### config.mk
export PLATFORM = sky130hd
export DESIGN_NAME = key_event_fifo
export DESIGN_NICKNAME = d
export VERILOG_FILES = /design/src/rtl/kbd_pkg.sv /design/src/rtl/irq_holdoff_fsm.sv /design/src/rtl/key_event_fifo.sv
export SDC_FILE = /design/constraint.sdc
export NUM_CORES = 1
export LEC_CHECK = 0
export ABC_CLOCK_PERIOD_IN_PS = 6510
export CAP_MARGIN = 20
export CORE_AREA = 2 2 82 84
export CTS_BUF_LIST = sky130_fd_sc_hd__clkbuf_8
export CTS_CLUSTER_SIZE = 8
export DETAILED_ROUTE_END_ITERATION = 16
export DIE_AREA = 0 0 84 86
export PLACE_DENSITY = 0.86
export SLEW_MARGIN = 20
export SYNTH_ARGS = -nofsm -noshare
export SYNTH_HDL_FRONTEND = slang
export SYNTH_SLANG_ARGS = --single-unit
### constraint.sdc
create_clock -name clk -period 6.51 [get_ports clk]
set_input_delay 1.302 -clock clk [delete_from_list [all_inputs] [get_ports clk]]
set_output_delay 1.302 -clock clk [all_outputs]
set_load 0.01 [all_outputs]
### src/rtl/kbd_pkg.sv
// Shared definitions for the keyboard event path: default sizes, interrupt
// hold-off state encoding and a constant-friendly clog2.
package kbd_pkg;

  localparam int unsigned DefDataW = 8;
  localparam int unsigned DefDepth = 8;

  typedef enum logic [1:0] {
    S_EMPTY = 2'd0,
    S_PEND  = 2'd1,
    S_GAP   = 2'd2
  } irq_state_e;

  function automatic int unsigned clog2(input int unsigned value);
    int unsigned r;
    r = 0;
    while ((64'd1 << r) < 64'(value)) r++;
    return r;
  endfunction

endpackage

### src/rtl/irq_holdoff_fsm.sv
// Interrupt request state machine: raises interrupt while codes are pending and
// holds it low for IRQ_GAP cycles after each acknowledge.
module irq_holdoff_fsm
  import kbd_pkg::*;
#(
  parameter int unsigned IRQ_GAP = 4
) (
  input  logic clk,
  input  logic reset,
  input  logic nonempty,
  input  logic interrupt_ack,
  input  logic clear,
  output logic interrupt
);

  localparam int unsigned GW = clog2(IRQ_GAP + 1);
  localparam logic [GW-1:0] GapLoad = GW'(IRQ_GAP);
  localparam logic [GW-1:0] GapOne  = GW'(1);

  irq_state_e    state_q, state_d;
  logic [GW-1:0] gap_q, gap_d;
  logic          irq_q, irq_d;

  // nonempty reflects the occupancy after this edge, so the interrupt rises
  // together with the count.
  always_comb begin
    state_d = state_q;
    gap_d   = gap_q;
    irq_d   = irq_q;
    if (clear) begin
      state_d = S_EMPTY;
      gap_d   = '0;
      irq_d   = 1'b0;
    end else begin
      unique case (state_q)
        S_EMPTY: begin
          if (nonempty) begin
            state_d = S_PEND;
            irq_d   = 1'b1;
          end
        end
        S_PEND: begin
          if (interrupt_ack) begin
            state_d = S_GAP;
            gap_d   = GapLoad;
            irq_d   = 1'b0;
          end
        end
        S_GAP: begin
          if (gap_q <= GapOne) begin
            gap_d   = '0;
            state_d = nonempty ? S_PEND : S_EMPTY;
            irq_d   = nonempty;
          end else begin
            gap_d = gap_q - GapOne;
          end
        end
        default: begin
          state_d = S_EMPTY;
          gap_d   = '0;
          irq_d   = 1'b0;
        end
      endcase
    end
  end

  always_ff @(posedge clk or posedge reset) begin
    if (reset) begin
      state_q <= S_EMPTY;
      gap_q   <= '0;
      irq_q   <= 1'b0;
    end else begin
      state_q <= state_d;
      gap_q   <= gap_d;
      irq_q   <= irq_d;
    end
  end

  assign interrupt = irq_q;

endmodule

### src/rtl/key_event_fifo.sv
// Key code FIFO between the PS/2 decoder and the PicoBlaze, with interrupt
// hold-off and sticky overflow. Optional KEY_DUP_FILTER_EN drops fast repeats.
module key_event_fifo
  import kbd_pkg::*;
#(
  parameter int unsigned DATA_W      = DefDataW,
  parameter int unsigned DEPTH       = DefDepth,
  parameter int unsigned IRQ_GAP     = 4,
  parameter int unsigned REPEAT_HOLD = 1000000
) (
  input  logic                       clk,
  input  logic                       reset,
  input  logic                       key_valid,
  input  logic [DATA_W-1:0]          key_code,
  input  logic                       interrupt_ack,
  input  logic                       clear,
  output logic                       interrupt,
  output logic [DATA_W-1:0]          data_out,
  output logic [clog2(DEPTH):0]      count,
  output logic                       overflow
);

  localparam int unsigned PW = clog2(DEPTH);
  localparam int unsigned CW = PW + 1;
  localparam logic [CW-1:0] DepthC = CW'(DEPTH);
  localparam logic [CW-1:0] CntOne = CW'(1);

  if (DEPTH < 2 || (DEPTH & (DEPTH - 1)) != 0) begin : g_bad_depth
    $error("DEPTH must be a power of two and at least 2");
  end
  if (IRQ_GAP < 1 || REPEAT_HOLD < 1) begin : g_bad_timing
    $error("IRQ_GAP and REPEAT_HOLD must be at least 1");
  end

  logic [DATA_W-1:0] mem_q [DEPTH];
  logic [DATA_W-1:0] mem_d [DEPTH];
  logic [PW-1:0]     wr_ptr_q, wr_ptr_d, rd_ptr_q, rd_ptr_d, rd_next;
  logic [CW-1:0]     count_q, count_d;
  logic [DATA_W-1:0] data_q, data_d;
  logic              ovf_q, ovf_d;
  logic              full, pop, push, drop, dup;

  assign full    = (count_q == DepthC);
  assign rd_next = rd_ptr_q + 1'b1;
  assign pop     = interrupt_ack && (count_q != '0) && !clear;
  assign push    = key_valid && !dup && (!full || pop) && !clear;
  assign drop    = key_valid && !dup && full && !pop && !clear;

`ifdef KEY_DUP_FILTER_EN
  localparam int unsigned HW = clog2(REPEAT_HOLD + 1);
  localparam logic [HW-1:0] HoldMax = HW'(REPEAT_HOLD);

  logic [DATA_W-1:0] last_code_q, last_code_d;
  logic              last_vld_q, last_vld_d;
  logic [HW-1:0]     hold_q, hold_d;

  assign dup = key_valid && last_vld_q && (key_code == last_code_q) && (hold_q < HoldMax);

  // hold_q counts cycles since the last accept and saturates at the window.
  always_comb begin
    last_code_d = last_code_q;
    last_vld_d  = last_vld_q;
    hold_d      = (hold_q < HoldMax) ? hold_q + 1'b1 : hold_q;
    if (clear) begin
      last_vld_d = 1'b0;
    end else if (push) begin
      last_code_d = key_code;
      last_vld_d  = 1'b1;
      hold_d      = '0;
    end
  end

  always_ff @(posedge clk or posedge reset) begin
    if (reset) begin
      last_code_q <= '0;
      last_vld_q  <= 1'b0;
      hold_q      <= '0;
    end else begin
      last_code_q <= last_code_d;
      last_vld_q  <= last_vld_d;
      hold_q      <= hold_d;
    end
  end
`else
  assign dup = 1'b0;
`endif

  always_comb begin
    mem_d    = mem_q;
    wr_ptr_d = wr_ptr_q;
    rd_ptr_d = rd_ptr_q;
    count_d  = count_q;
    data_d   = data_q;
    ovf_d    = ovf_q;
    if (clear) begin
      wr_ptr_d = '0;
      rd_ptr_d = '0;
      count_d  = '0;
      ovf_d    = 1'b0;
    end else begin
      if (push) begin
        mem_d[wr_ptr_q] = key_code;
        wr_ptr_d        = wr_ptr_q + 1'b1;
      end
      if (pop) rd_ptr_d = rd_next;
      if (push && !pop) count_d = count_q + CntOne;
      if (pop && !push) count_d = count_q - CntOne;
      if (drop) ovf_d = 1'b1;
      // Popping the last entry while pushing hands the new code straight to the head.
      if (pop) begin
        if (count_q > CntOne) data_d = mem_q[rd_next];
        else if (push)        data_d = key_code;
      end else if (push && count_q == '0) begin
        data_d = key_code;
      end
    end
  end

  always_ff @(posedge clk) begin
    mem_q <= mem_d;
  end

  always_ff @(posedge clk or posedge reset) begin
    if (reset) begin
      wr_ptr_q <= '0;
      rd_ptr_q <= '0;
      count_q  <= '0;
      data_q   <= '0;
      ovf_q    <= 1'b0;
    end else begin
      wr_ptr_q <= wr_ptr_d;
      rd_ptr_q <= rd_ptr_d;
      count_q  <= count_d;
      data_q   <= data_d;
      ovf_q    <= ovf_d;
    end
  end

  irq_holdoff_fsm #(
    .IRQ_GAP(IRQ_GAP)
  ) u_irq (
    .clk          (clk),
    .reset        (reset),
    .nonempty     (count_d != '0),
    .interrupt_ack(interrupt_ack),
    .clear        (clear),
    .interrupt    (interrupt)
  );

  assign data_out = data_q;
  assign count    = count_q;
  assign overflow = ovf_q;

endmodule

==> run summary <==
The run finished with clean final reports. The worst vdd rail ir drop is 0.000203 V, and the area of all placed cells without fillers is 0.00460 mm². For the deepest clock path buffer count, the log shows 2. STA classifies the critical path startpoint as an input pin. The x dimension of the die was 84 µm; the mean routed wirelength per cell was 19.5 µm. The height of the die is 86 µm, and the total count of hold-check failures in the final report is 0.

The tool flagged a number of max-cap violations equal to 0. The logs give 89 for the total clock sinks and 73.2% for the end-of-flow core utilization. After detailed placement, the total cell area comes to 0.00437 mm². The setup slack of the critical path after layout was 3.09 ns; the final estimated routing congestion in global placement was 0.794. The first global-routing pass estimated 12.5 mm of wire.

The tools report the worst setup slack after placement as 2.45 ns. The shortest period the worst path allows came out at 3.42 ns. Entering global routing, the biggest net connects 28 pins. For this run, the top clock speed supported by timing is 293 MHz. Relative slew slack: 27.1%. The hold buffer count at CTS is 0.

The detailed-route vias per instance is 6.04. Start-to-end type of the worst setup path: input pin to register. Once the floorplan was initialized, standard cells occupied 64.7% of the core. The mapped cell area came out at 0.00406 mm². The sequential element share of the synthesized area came out at 62.8%.

The path class of the tightest hold or removal check is register to register. The run gives 23.5% as the overall routing resource usage. The logs give 0 for the number of antenna violations at the first check in global routing and 173 for the number of violations reported at the end of detailed-routing iteration 0.

The run gives 9 as the number of buffers inserted during clock tree synthesis. During I/O placement, the number of pins put on the boundary was 27. Once layout is complete, the cells apart from fillers number 391. The floorplan step defined a core boundary enclosing 0.00628 mm². After clock tree synthesis, the setup repair step added 0 buffers.

Counting flops with a built-in enable in the synthesized netlist gives 64. The total power came out at 1.49 mW. Slew of the pin with the lowest slew margin: 1.09 ns.

The clock transition time at the flip-flop clock pins of the worst setup and hold paths is 0.08 ns. Half-perimeter wire length of the detailed placement result: 5.17 mm. Summed over all cells, the static leakage comes to 1.68 nW.

On the final layout, the worst hold slack is 0.511 ns. After synthesis, the share of flip-flops with an asynchronous set or reset is 28.1%. The die covers 0.00722 mm². Part of the cycle the worst path needs: 52.5%. The library cell used most frequently in the layout, excluding fill and tap cells, is sky130_fd_sc_hd__edfxtp_1.

For the number of global-route vias before repair, the log shows 2,447. The tools report the count of unresolved DRC violations after routing as 0. The number of instances resized during post-cts repair is 0, and the maximum level of the CTS H-tree is 3.

Summing over every cut layer, the via total after detailed routing is 2,361. For the worst-skew pair, the clock arrives at the later sink with an insertion delay of 0.36 ns. STA classifies the critical path endpoint as a register. The logs give 50 for the count of cell types in the netlist and 0 for the leftover overflow at the end of global routing. The total of buffers placed on input and output ports is 26, and the number of cells in the design after placement is 375. Data arrives at the worst endpoint at 3.41 ns. During synthesis, Yosys emitted a total of 0 warnings.

The final wirelength was 7.62 mm. Along the worst path, the maximum fanout reaches 8. For the worst setup path, the data required time is 6.50 ns. The synthesis-stage register bit count came out at 89. The final layout net count is 334. CTS placed an instance of sky130_fd_sc_hd__clkbuf_8 at the clock tree root. For the final count of negative-setup-slack endpoints, the log shows 0. Leaving out fill and tap cells, the most frequent cells in the layout are sky130_fd_sc_hd__edfxtp_1 (64), sky130_fd_sc_hd__nor2_1 (30), sky130_fd_sc_hd__clkdlybuf4s50_1 (26). The most used flip-flop cell after synthesis is sky130_fd_sc_hd__edfxtp_1. The number of antenna cells inserted came out at 0. Of the cells placed in the final design, the portion with a size suffix greater than 1 is 15.0%. The run gives 4 as the iteration count of the initial detailed-routing pass.

The layout overhead on the synthesized area was 13.3%. Setup repair after global routing left no endpoint under its margin. The count of final max-slew check failures is 0, and the number of rows in the core area is 29. The power density over the cells came out at 325 mW/mm². The logs give 0 for the number of nets with antenna violations after detailed routing and 0 ns for the total negative slack for setup checks. Across the routed clock network, the largest skew measured is 0.00962 ns. In this run the mean area of a mapped cell was 14.4 µm². After technology mapping, the gate count stands at 281.

TritonCTS built the clock tree. The net count after synthesis was 306.
-- logic make-up after synthesis --
| group | synth area share, % |
|---|---|
| buffers and inverters | 3.24 |
| AND/OR/NAND/NOR | 8.57 |
| adder cells (fa/ha/maj) | 3.70 |
| multiplexers | 13.8 |
| flip-flops | 62.8 |
| AO/OA/AOI/OAI | 6.81 |
| XOR/XNOR | 1.08 |
-- sequential cells by signal, summed over array words and instances (netlist names) --
signal,flops
wr_ptr_q,3
u_irq.interrupt,1
overflow,1
count,4
u_irq.gap_q,3
data_out,8
rd_ptr_q,3
mem_q,64
u_irq.state_q,2
-- worst max-delay path, stage by stage --
cell and delay, ns:
sky130_fd_sc_hd__clkdlybuf4s50_1 0.61, sky130_fd_sc_hd__inv_2 0.12, sky130_fd_sc_hd__nor2_1 0.16, sky130_fd_sc_hd__o21ai_1 0.17, sky130_fd_sc_hd__or3_1 0.44, sky130_fd_sc_hd__nor2_1 0.61
-- final cells by class --
type / instances / area, µm²
Sequential cell: 89 / 2550
Clock inverter: 7 / 95.1
Tap cell: 77 / 96.3
Inverter: 20 / 75.1
Timing Repair Buffer: 27 / 268
Fill cell: 393 / 1680
Clock buffer: 9 / 124
Multi-Input combinational cell: 162 / 1390
-- synthesized netlist by cell type (all sizes together) (2+ instances only) --
library cell	instances	area (µm²)
clkbuf	4	15.0
nand3	4	20.0
o21ai	5	25.0
nor2	30	113
a211o	2	17.5
mux2i	19	190
xor2	4	35.0
and2	2	13.8
buf	6	41.3
ha	12	150
dfrtp	25	626
nand2b	4	25.0
mux4	16	360
nor2b	4	25.0
a21oi	15	78.8
o21bai	2	15.0
inv	20	75.1
and3	4	31.3
a211oi	2	27.5
a21o	3	22.5
nor3	4	20.0
a31oi	4	31.3
nand2	10	37.5
edfxtp	64	1920
-- power by group --
part / internal, mW / switching (mW)
combinational: 0.193 / 0.189
sequential: 0.655 / 0.0484
clock: 0.216 / 0.191
-- per-layer routing --
layer / up-vias / share of wire (%) / global-route usage (%)
li1: 1094 / - / -
met1: 1192 / 43 / 33.5
met2: 62 / 50 / 35.6
met3: 13 / 5.4 / 4.72
met4: 0 / 2.1 / 11.0
met5: - / 0 / 0
-- final timing paths --
check | start | endpoint | slack [ns] | cells after the start
worst max register to register | count[0] | mem_q[15] | 3.77 | 7
max in group asynchronous | reset | rd_ptr_q[0] | 4.77 | 2
worst min-delay path | overflow | overflow | 0.51 | 2
min in group asynchronous | reset | data_out[1] | 1.31 | 2
worst min register to register | overflow | overflow | 0.51 | 2
worst max-delay path | interrupt_ack | mem_q[15] | 3.09 | 6
No activity file was read; power rests on OpenSTA's default activity.
